<file path="src/rtl/div_if.sv">
// Operand/result bundle for the sequential divider: start/fin handshake plus
// operands and registered results.
interface div_if #(
    parameter int DW = 16,
    parameter int VW = 8
);
    logic          start;
    logic [DW-1:0] A;
    logic [VW-1:0] B;
    logic [DW-1:0] Q;
    logic [VW-1:0] R;
    logic          busy;
    logic          fin;
    logic          dz;

    modport master (output start, A, B, input  Q, R, busy, fin, dz);
    modport slave  (input  start, A, B, output Q, R, busy, fin, dz);
endinterface

</file>
<file path="src/rtl/div.sv">
// Sequential restoring divider: one quotient bit per clock, MSB first,
// with a start/fin handshake and divide-by-zero flag.
module div #(
    parameter int DW = 16,
    parameter int VW = 8
) (
    input  logic ck,
    input  logic rst_n,
    div_if.slave bus
);
    localparam int CW = (DW > 1) ? $clog2(DW) : 1;
    localparam logic [CW-1:0] LAST = CW'(DW - 1);

    typedef enum logic [1:0] {IDLE, RUN, DONE} state_t;

    state_t        state_q, state_d;
    logic [DW-1:0] ina_q, ina_d;
    logic [VW-1:0] inb_q, inb_d;
    logic [VW-1:0] p_q, p_d;
    logic [CW-1:0] cnt_q, cnt_d;
    logic [DW-1:0] q_q, q_d;
    logic [VW-1:0] r_q, r_d;
    logic          busy_q, busy_d;
    logic          fin_q, fin_d;
    logic          dz_q, dz_d;

    logic [VW:0]   t;
    logic [VW-1:0] diff;
    logic          ge;

    always_ff @(posedge ck or negedge rst_n) begin
        if (!rst_n) begin
            state_q <= IDLE;
            ina_q   <= '0;
            inb_q   <= '0;
            p_q     <= '0;
            cnt_q   <= '0;
            q_q     <= '0;
            r_q     <= '0;
            busy_q  <= 1'b0;
            fin_q   <= 1'b0;
            dz_q    <= 1'b0;
        end else begin
            state_q <= state_d;
            ina_q   <= ina_d;
            inb_q   <= inb_d;
            p_q     <= p_d;
            cnt_q   <= cnt_d;
            q_q     <= q_d;
            r_q     <= r_d;
            busy_q  <= busy_d;
            fin_q   <= fin_d;
            dz_q    <= dz_d;
        end
    end

    always_comb begin
        state_d = state_q;
        ina_d   = ina_q;
        inb_d   = inb_q;
        p_d     = p_q;
        cnt_d   = cnt_q;
        q_d     = q_q;
        r_d     = r_q;
        busy_d  = busy_q;
        fin_d   = 1'b0;
        dz_d    = dz_q;

        // Partial remainder stays below the divisor, so the VW+1-bit compare
        // decides the bit and the low VW bits of the difference are exact.
        t    = {p_q, ina_q[DW-1]};
        ge   = (t >= {1'b0, inb_q});
        diff = t[VW-1:0] - inb_q;

        case (state_q)
            IDLE: begin
                busy_d = 1'b0;
            end
            RUN: begin
                ina_d = {ina_q[DW-2:0], 1'b0};
                p_d   = ge ? diff : t[VW-1:0];
                q_d   = {q_q[DW-2:0], ge};
                cnt_d = cnt_q + 1'b1;
                if (cnt_q == LAST) begin
                    r_d     = ge ? diff : t[VW-1:0];
                    state_d = DONE;
                    busy_d  = 1'b0;
                    fin_d   = 1'b1;
                end
            end
            DONE: begin
                // A divide-by-zero lands here with fin still low; it pulses
                // one cycle later so fin follows start by one full cycle.
                if (!fin_q) fin_d = 1'b1;
                else        state_d = IDLE;
            end
            default: state_d = IDLE;
        endcase

        if (bus.start) begin
            fin_d = 1'b0;
            if (bus.B != '0) begin
                state_d = RUN;
                ina_d   = bus.A;
                inb_d   = bus.B;
                cnt_d   = '0;
                p_d     = '0;
                busy_d  = 1'b1;
                dz_d    = 1'b0;
            end else begin
                state_d = DONE;
                q_d     = '1;
                r_d     = bus.A[VW-1:0];
                dz_d    = 1'b1;
                busy_d  = 1'b0;
            end
        end
    end

    assign bus.Q    = q_q;
    assign bus.R    = r_q;
    assign bus.busy = busy_q;
    assign bus.fin  = fin_q;
    assign bus.dz   = dz_q;
endmodule

</file>
<file path="src/flat_wrapper.sv">
// flat-port wrapper written by rule: the top's interface ports become plain ports
module div_flat 
#(
    parameter int DW = 16,
    parameter int VW = 8
)
  (ck, rst_n, bus_start, bus_A, bus_B, bus_Q, bus_R, bus_busy, bus_fin, bus_dz);
  div_if #(.DW(DW), .VW(VW)) bus_i ();
  input  logic ck;
  input  logic rst_n;
  input wire logic [$bits(bus_i.start)-1:0] bus_start;
  input wire logic [$bits(bus_i.A)-1:0] bus_A;
  input wire logic [$bits(bus_i.B)-1:0] bus_B;
  output wire logic [$bits(bus_i.Q)-1:0] bus_Q;
  output wire logic [$bits(bus_i.R)-1:0] bus_R;
  output wire logic [$bits(bus_i.busy)-1:0] bus_busy;
  output wire logic [$bits(bus_i.fin)-1:0] bus_fin;
  output wire logic [$bits(bus_i.dz)-1:0] bus_dz;
  assign bus_i.start = bus_start;
  assign bus_i.A = bus_A;
  assign bus_i.B = bus_B;
  assign bus_Q = bus_i.Q;
  assign bus_R = bus_i.R;
  assign bus_busy = bus_i.busy;
  assign bus_fin = bus_i.fin;
  assign bus_dz = bus_i.dz;
  div #(.DW(DW), .VW(VW)) u_core (.ck(ck), .rst_n(rst_n), .bus(bus_i));
endmodule
</file>
<file path="config.mk">
export PLATFORM = sky130hd
export DESIGN_NAME = div_flat
export DESIGN_NICKNAME = d
export VERILOG_FILES = /design/src/rtl/div_if.sv /design/src/rtl/div.sv /design/src/flat_wrapper.sv
export SDC_FILE = /design/constraint.sdc
export NUM_CORES = 1
export LEC_CHECK = 0
export ABC_AREA = 1
export CAP_MARGIN = 25
export CORE_MARGIN = 2
export CORE_UTILIZATION = 55
export DETAILED_ROUTE_END_ITERATION = 8
export PLACE_DENSITY_LB_ADDON = 0.12
export SLEW_MARGIN = 20
export SYNTH_ARGS = -nofsm -noshare
export SYNTH_HDL_FRONTEND = slang
export SYNTH_SLANG_ARGS = --single-unit
</file>
<file path="constraint.sdc">
create_clock -name ck -period 4.4 [get_ports ck]
set_input_delay 0.88 -clock ck [delete_from_list [all_inputs] [get_ports ck]]
set_output_delay 0.88 -clock ck [all_outputs]
set_load 0.03 [all_outputs]
</file>
**Word-level counts from Yosys, hierarchy flattened**

Cells that the tools add are included.
Widths: inputs -> output; s select.

- Input port bits: 27
- Flip-flop bits (word level): 65
- Output and inout port bits: 27
- Word-level logic and storage cells: 56

- Multiplexer cells: 31
- $lt $le $gt $ge: 1
- Equality and inequality tests: 6
- Reduce and logical (&&, ||, !) cells: 6
- Add/sub/neg operators: 2

Operators with widths:

| kind | count |
|---|---|
| $mux 16 | 6 |
| $mux 8 | 8 |
| $mux 4 | 3 |
| $ge 9x8->1 | 1 |
| $mux 2 | 4 |
| $reduce_bool 8->1 | 1 |
| $sub 8x8->8 | 1 |
| $mux 1 | 7 |
| $ne 3x2->1 const B | 2 |
| $pmux 2 s3 | 1 |
| $add 4x1->4 const B | 1 |
| $eq 4x4->1 const B | 1 |
| $pmux 1 s2 | 2 |
| $reduce_and 2->1 | 2 |
| $reduce_and 3->1 | 1 |
| $reduce_bool 3->1 | 1 |
| $eq 2x1->1 const B | 1 |
| $eq 2x2->1 const B | 1 |
| $logic_not 2->1 | 1 |
| $ne 2x2->1 const B | 1 |

**Logic depth before layout (Yosys ltp)**

Gate-level depths: netlist of the first run.

- Word-level depth: 6
- Depth in mapped cells: 15
- Gate-level depth less buffers: 15

**Least setup slack after synthesis of the first run**

OpenSTA, ideal clock, no wires.

- Path kind: input to register
- From: input bus_B[3]
- To: register u_core.q_q[10] (netlist: u_core.bus.Q[10])
- Data arrival time: 1.764 ns
- Stages on the path: 6
- Required time: 4.331 ns
- Setup slack: 2.567 ns
- Path buffers: 1
- Library setup time: 0.069 ns
- Cell sequence: nor2_1 > nand4_1 > nor2_4 > clkinv_1 > buf_2 > nand3_1

- Longest elaborated chain between the ends: 3

RTL lines:

| item | RTL line | RTL |
|---|---|---|
| start: declaration | flat_wrapper.sv:13 | `input wire logic [$bits(bus_i.B)-1:0] bus_B;` |
| $reduce_bool 8->1 | div.sv:102 | `if (bus.B != '0) begin` |
| $mux 16 | div.sv:102 |  |
| $mux 16 | div.sv:100 | `if (bus.start) begin` |
| via u_core.q_d[10] | div.sv:21 | `logic [DW-1:0] q_q, q_d;` |
| end signal: assignment | div.sv:49 | `q_q <= q_d;` |
| end: declaration | div.sv:21 |  |

The timed path passes the listed nets, and every way through them passes these cells.
A chain may end at the register's enable or synchronous reset.

**Worst setup path in the final report of the first run**

- From: input bus_start
- To: register u_core.ina_q[1]

- Longest elaborated chain between the ends: 1

RTL lines:

| item | RTL line | RTL |
|---|---|---|
| start: declaration | flat_wrapper.sv:11 | `input wire logic [$bits(bus_i.start)-1:0] bus_start;` |
| $mux 16 | div.sv:100 |  |
| via u_core.ina_d[1] | div.sv:17 | `logic [DW-1:0] ina_q, ina_d;` |
| end signal: assignment | div.sv:45 | `ina_q <= ina_d;` |
| end: declaration | div.sv:17 |  |

The timed path passes the listed nets, and every way through them passes these cells.

==> results of run 1 <==
cell families (layout without fill, tap and decap cells):
family / Yosys count / count (layout) / synth area share [%]
AND/OR/NAND/NOR: 232 / 232 / 29.1
AO/OA/AOI/OAI: 56 / 56 / 9.65
buffers and inverters: 54 / 108 / 6.85
flip-flops: 65 / 65 / 47.9
XOR/XNOR: 6 / 6 / 1.55
adder cells (fa/ha/maj): 13 / 13 / 5.01
area by class of cell:
class | count | area (sq um)
Timing Repair Buffer | 56 | 561
Multi-Input combinational cell | 307 | 1540
Fill cell | 504 | 1810
Clock inverter | 3 | 40.0
Tap cell | 75 | 93.8
Sequential cell | 65 | 1630
Clock buffer | 13 | 149
Inverter | 36 | 135
through the flow:
stage	area (sq um)	worst slack [ns]	std cells
global route	4140	1.17	555
CTS	4120	1.40	554
detailed placement	3930	1.04	538
finish	4140	1.43	555
floorplan	3400	2.57	426
global placement	3930	1.15	538
report_power, final:
group / switching, W / total [W] / leakage [nW] / internal [W]
Sequential: 0.000108 / 0.000848 / 0.815 / 0.000740
Clock: 0.000230 / 0.000507 / 0.0974 / 0.000276
Combinational: 0.000688 / 0.00109 / 1.14 / 0.000403
Total: 0.00103 / 0.00244 / 2.05 / 0.00142
flip-flops by register name, indices dropped and copies added (netlist names):
| signal | cells |
|---|---|
| u_core.bus.Q | 16 |
| u_core.ina_q | 16 |
| u_core.bus.R | 8 |
| u_core.inb_q | 8 |
| u_core.p_q | 8 |
| u_core.cnt_q | 4 |
| u_core.state_q | 2 |
| u_core.bus.busy | 1 |
| u_core.bus.dz | 1 |
| u_core.bus.fin | 1 |
path summary, 6_finish.rpt:
check,startpoint,to,cells past startpoint
worst max-delay path,bus_start,u_core.ina_q[1],6
worst min-delay path,rst_n,u_core.inb_q[5],1
worst max register to register,u_core.state_q[1],u_core.bus.R[1],7
worst min register to register,u_core.inb_q[0],u_core.inb_q[0],2
max in group asynchronous,rst_n,u_core.ina_q[11],3
min in group ck,u_core.inb_q[0],u_core.inb_q[0],2
cell usage in the layout, fill, tap and decap left out, types with 2 or more instances in the layout:
cell type	netlist	routed
sky130_fd_sc_hd__buf_4	1	2
sky130_fd_sc_hd__o21ai_1	2	2
sky130_fd_sc_hd__clkdlybuf4s50_1	0	52
sky130_fd_sc_hd__clkbuf_8	0	10
sky130_fd_sc_hd__nor3_1	2	2
sky130_fd_sc_hd__clkinv_2	0	2
sky130_fd_sc_hd__o21ai_0	21	21
sky130_fd_sc_hd__o211ai_1	2	2
sky130_fd_sc_hd__inv_1	33	33
sky130_fd_sc_hd__a21oi_1	8	8
sky130_fd_sc_hd__nand2_2	4	4
sky130_fd_sc_hd__dfrtp_1	65	65
sky130_fd_sc_hd__nand3_1	21	21
sky130_fd_sc_hd__inv_2	2	2
sky130_fd_sc_hd__clkbuf_1	6	3
sky130_fd_sc_hd__o21ai_2	2	2
sky130_fd_sc_hd__nand3b_1	2	2
sky130_fd_sc_hd__xor2_1	4	4
sky130_fd_sc_hd__nor2_2	3	3
sky130_fd_sc_hd__nand2_1	129	129
sky130_fd_sc_hd__xnor2_1	2	2
sky130_fd_sc_hd__nand4_1	4	4
sky130_fd_sc_hd__nand3_2	4	4
sky130_fd_sc_hd__nor2_1	60	60
sky130_fd_sc_hd__a21oi_2	2	2
sky130_fd_sc_hd__ha_1	12	12
sky130_fd_sc_hd__a31oi_1	17	17
routing by layer:
metal / vias to the layer above / global-route usage (%)
met5: - / 0
met4: 0 / 11.6
met3: 19 / 4.89
met2: 67 / 39.6
met1: 1420 / 36.1
li1: 1461 / -
==> flow_metrics.tcl, run 1 <==
set metrics [dict create \
    antenna_viol_nets_final 0 \
    placementRows 28 \
    port_buffers 53 \
    area_growth_syn_to_layout_pct 22.0 \
    insertion_delay_ns 0.34 \
    synthCells 426 \
    synthFlopType "sky130_fd_sc_hd__dfrtp_1" \
    m1WireLength_mm 3.71 \
    mappedNetlistNets 466 \
    max_stage_delay_ns 0.76 \
    drive_above_1_share_pct 7.92 \
    met2_wirelength_mm 3.79 \
    unrepaired_setup_endpoints_after_global_routing "false" \
    die_area_sq_um 6820 \
    share_of_flip_flops_with_an_asynchronous_set_or_reset_after_synthesis_pct 100 \
    postSynthRegisterBits 65 \
    drt-pass1-iter-count 8 \
    clock_sinks 65 \
    grt_start_max_net_pins 46 \
    critical_path.endpoint_type "flip-flop" \
    hold_path.class "primary input to async pin" \
    ctsRootBufferMaster "sky130_fd_sc_hd__clkbuf_8" \
    synthTopCellsByArea "sky130_fd_sc_hd__dfrtp_1 48%, sky130_fd_sc_hd__nand2_1 14%, sky130_fd_sc_hd__nor2_1 6.6%, sky130_fd_sc_hd__ha_1 4.4%, sky130_fd_sc_hd__inv_1 3.6%" \
    number_of_nets_in_the_finished_design 515 \
    postRouteWirelength_mm 8.00 \
    die_extent_in_y_um 82.6 \
    final.setup_skew_ns 0.00445 \
    arrival_ns 3.16 \
    overflow 0 \
    outcome "finished clean" \
    critPathTopFamily "buffers and inverters" \
    cts_inserted_buffers 9 \
    slew_limit_headroom_pct 36.6 \
    placeableCoreArea_sq_um 5960 \
    h-tree-depth 3 \
    p_leak_nw 2.05 \
    initial_core_util_pct 57.0 \
    die_width_um 82.6 \
    place_congestion 0.947 \
    synth_seq_area_share_pct 47.9 \
    worstPathRequired_ns 4.59 \
    boundaryPins 54 \
    drt-initial-drc-count 307 \
    worst_pin_slew_ns 0.950 \
    drt_drc_violations_left 0 \
    timing.critical_path.fanout_max 36 \
    ff2ff_setup_slack_ns 1.95 \
    maxSlewViolCount 0 \
    ys.warnings.count 0 \
    fin_setup_tns_ns 0 \
    max_clock_freq_mhz 336 \
    grtUsageTotal_pct 25.9 \
    post-route-min-period_ns 2.97 \
    cts.repair.resized 0 \
    synth_common_cells "129 x sky130_fd_sc_hd__nand2_1, 65 x sky130_fd_sc_hd__dfrtp_1, 60 x sky130_fd_sc_hd__nor2_1, 33 x sky130_fd_sc_hd__inv_1" \
    grt_first_pass_wirelength_mm 13.2 \
    antenna-diode-count 0 \
    final_core_utilization_pct 69.6 \
    initial_antenna_violation_count 0 \
    timing.critical_path.from_type "primary input" \
    crit_path_cell_trace "clkdlybuf4s50_1, inv_1, nor2_2, inv_2, nor2_1, a31oi_1" \
    max_cap_viol 0 \
    total_via_count_in_the_routed_design 2967 \
    cp.buffers_inverters 3 \
    detailroute.wirelength.met3_um 320 \
    synthMostInstantiatedCell "sky130_fd_sc_hd__nand2_1" \
    final_min_period_over_clock_period_pct 67.6 \
    count_of_distinct_cell_types_in_the_synthesized_netlist 33 \
    hold-worst-slack_ns 0.398 \
    netlist_area_sq_um 3400 \
    via_per_inst 5.35 \
    design_power_total_w 0.00244 \
    hold_buffers 0 \
    worst-setup-path-type "primary input to flip-flop" \
    postCtsSetupRepairBufs 0 \
    setup_violations 0 \
    p_per_area_nw_per_um2 590 \
    detail_route.wl_per_cell_um 14.4 \
    cp_slowest_cell "sky130_fd_sc_hd__nor2_2" \
    ctsLongestPathBuffers 2 \
    dp.final_hpwl_mm 5.39 \
    hold_fails_final_rpt 0 \
    synthDominantCellAreaShare_pct 47.9 \
    path_clk_slew_ns 0.07 \
    number_of_global_route_vias_before_repair 2812 \
    synth-edff-count 0 \
    cts_tree "yes" \
    synth.avg_cell_area_sq_um 7.97 \
    top_layer_used "met4" \
    synth_top_area_cell "sky130_fd_sc_hd__dfrtp_1" \
    ir_drop_mv 0.338 \
]
Power figures use the tool's default switching activity.
==> run 2: changes to the inputs <==
Settings changed: CORE_UTILIZATION 55 to 48.
Clock period 4.4 ns to 2.7 ns, I/O delays scaled along.
==> run 2 against run 1 <==
Effect of this change: first-iteration DRC count shrank 39%; largest cell class unchanged; sequential power up 63%; total power is 65% higher; global-route usage is 5.0 points lower; clock skew rose by 0.0033 ns; critical path depth increased by 5; worst setup slack worse by 0.92 ns; combinational power grew 61%; clock power increased by 74%; critical path type is now flip-flop to flip-flop; utilization fell by 7.8 points; count of clock-buffer cells in the layout down 3; highest routed layer unchanged.
==> flow_metrics.tcl, run 2 (synthesis results as in run 1) <==
set metrics [dict create \
    die_width_um 88.1 \
    fin_setup_tns_ns 0 \
    place_congestion 0.851 \
    drt-initial-drc-count 187 \
    grt_start_max_net_pins 46 \
    area_growth_syn_to_layout_pct 24.2 \
    antenna_viol_nets_final 0 \
    number_of_nets_in_the_finished_design 519 \
    initial_core_util_pct 49.7 \
    die_area_sq_um 7770 \
    p_leak_nw 2.08 \
    postRouteWirelength_mm 7.64 \
    max_cap_viol 0 \
    port_buffers 53 \
    maxSlewViolCount 0 \
    design_power_total_w 0.00403 \
    critical_path.endpoint_type "flip-flop" \
    use_met1_pct 29.4 \
    h-tree-depth 3 \
    final_core_utilization_pct 61.8 \
    post-route-min-period_ns 2.19 \
    die_extent_in_y_um 88.1 \
    boundaryPins 54 \
    clock_sinks 65 \
    max_clock_freq_mhz 457 \
    via_per_inst 5.02 \
    cp_slowest_cell "sky130_fd_sc_hd__dfrtp_1" \
    slew_limit_headroom_pct 52.9 \
    final_min_period_over_clock_period_pct 81.1 \
    mostFrequentLayoutCell "sky130_fd_sc_hd__nand2_1" \
    ir_drop_mv 0.489 \
    p_per_area_nw_per_um2 954 \
    cts_inserted_buffers 9 \
    overflow 0 \
    drt_drc_violations_left 0 \
    placementRows 30 \
    outcome "finished clean" \
    path_clk_slew_ns 0.07 \
    worstPathRequired_ns 2.94 \
    hold_path.class "primary input to async pin" \
    grt_first_pass_wirelength_mm 12.5 \
    drt-pass1-iter-count 5 \
    worst-setup-path-type "flip-flop to flip-flop" \
    total_via_count_in_the_routed_design 2910 \
    drive_above_1_share_pct 9.09 \
    ctsLongestPathBuffers 2 \
    antenna-diode-count 0 \
    worst_pin_slew_ns 0.706 \
    critical-path-top-cell-by-count "sky130_fd_sc_hd__nand2_1" \
    crit_path_cell_trace "ha_1, a21oi_1, nand2_1, nand2_1, nand3_2, inv_1, nand2_1, nand2_1, nand2_1, nand2_1, inv_1" \
    detail_route.wl_per_cell_um 13.2 \
    use_met3_pct 5.28 \
    ctsRootBufferMaster "sky130_fd_sc_hd__clkbuf_8" \
    arrival_ns 2.43 \
    grt.busiest_layer "met2" \
    max_stage_delay_ns 0.41 \
    cts.repair.resized 0 \
    timing.critical_path.fanout_max 13 \
    grtUsageTotal_pct 20.9 \
    hold_buffers 0 \
    insertion_delay_ns 0.34 \
    timing.critical_path.from_type "flip-flop" \
    final.setup_skew_ns 0.00771 \
    cts_tree "yes" \
    placeableCoreArea_sq_um 6830 \
    dp.final_hpwl_mm 5.41 \
    grt_use_met2_pct 32.2 \
    postCtsSetupRepairBufs 0 \
    number_of_global_route_vias_before_repair 2672 \
    hold_fails_final_rpt 0 \
    most-common-layout-cells "129 x sky130_fd_sc_hd__nand2_1, 65 x sky130_fd_sc_hd__dfrtp_1, 60 x sky130_fd_sc_hd__nor2_1" \
    unrepaired_setup_endpoints_after_global_routing "false" \
    setup_violations 0 \
    initial_antenna_violation_count 0 \
]
## run 2: final timing paths
| path | to | slack, ns | depth (start not counted) | startpoint |
|---|---|---|---|---|
| max | u_core.p_q[7] | 0.51 | 11 | u_core.p_q[3] |
| min | u_core.bus.Q[9] | 0.24 | 1 | rst_n |
| max reg2reg | u_core.p_q[7] | 0.51 | 11 | u_core.p_q[3] |
| min reg2reg | u_core.inb_q[0] | 0.49 | 2 | u_core.inb_q[0] |
| max in group asynchronous | u_core.cnt_q[1] | 1.81 | 2 | rst_n |
| min in group ck | u_core.inb_q[0] | 0.49 | 2 | u_core.inb_q[0] |
## run 2: area by class of cell
type	count	area (sq um)
sequential	65	1630
inverter	36	135
tap	96	120
fill	630	2610
clock buffer	10	128
clock inverter	6	82.6
multi-input combinational	307	1540
timing repair buffer	60	591
## run 2: report_power, final
group	switching [W]	internal, W
registers	0.000178	0.00121
logic	0.00110	0.000662
clock network	0.000368	0.000515
## run 2: per-layer routing
metal  up-vias  part of all wire, %
li1       1466                    -
met1      1372                   47
met2        63                   47
met3         9                  4.5
met4         0                  1.4
met5         -                    0
## run 2: critical path, delay by kind of cell, from the launching register on
| family | cells | cell delay [ns] |
|---|---|---|
| flip-flops | 1 | 0.41 |
| AO/OA/AOI/OAI | 1 | 0.26 |
| AND/OR/NAND/NOR | 7 | 0.76 |
| adder cells (fa/ha/maj) | 1 | 0.37 |
| buffers and inverters | 2 | 0.29 |
## run 2: metrics by stage
step / area [sq um] / hold WS [ns] / instances / setup WS [ns]
2_1_floorplan: 3400 / 0.244 / 426 / 0.870
5_1_grt: 4220 / 0.290 / 580 / 0.276
3_3_place_gp: 4010 / 0.474 / 564 / 0.333
4_1_cts: 4220 / 0.259 / 580 / 0.517
6_report: 4220 / 0.243 / 580 / 0.511
3_5_place_dp: 4010 / 0.477 / 564 / 0.299
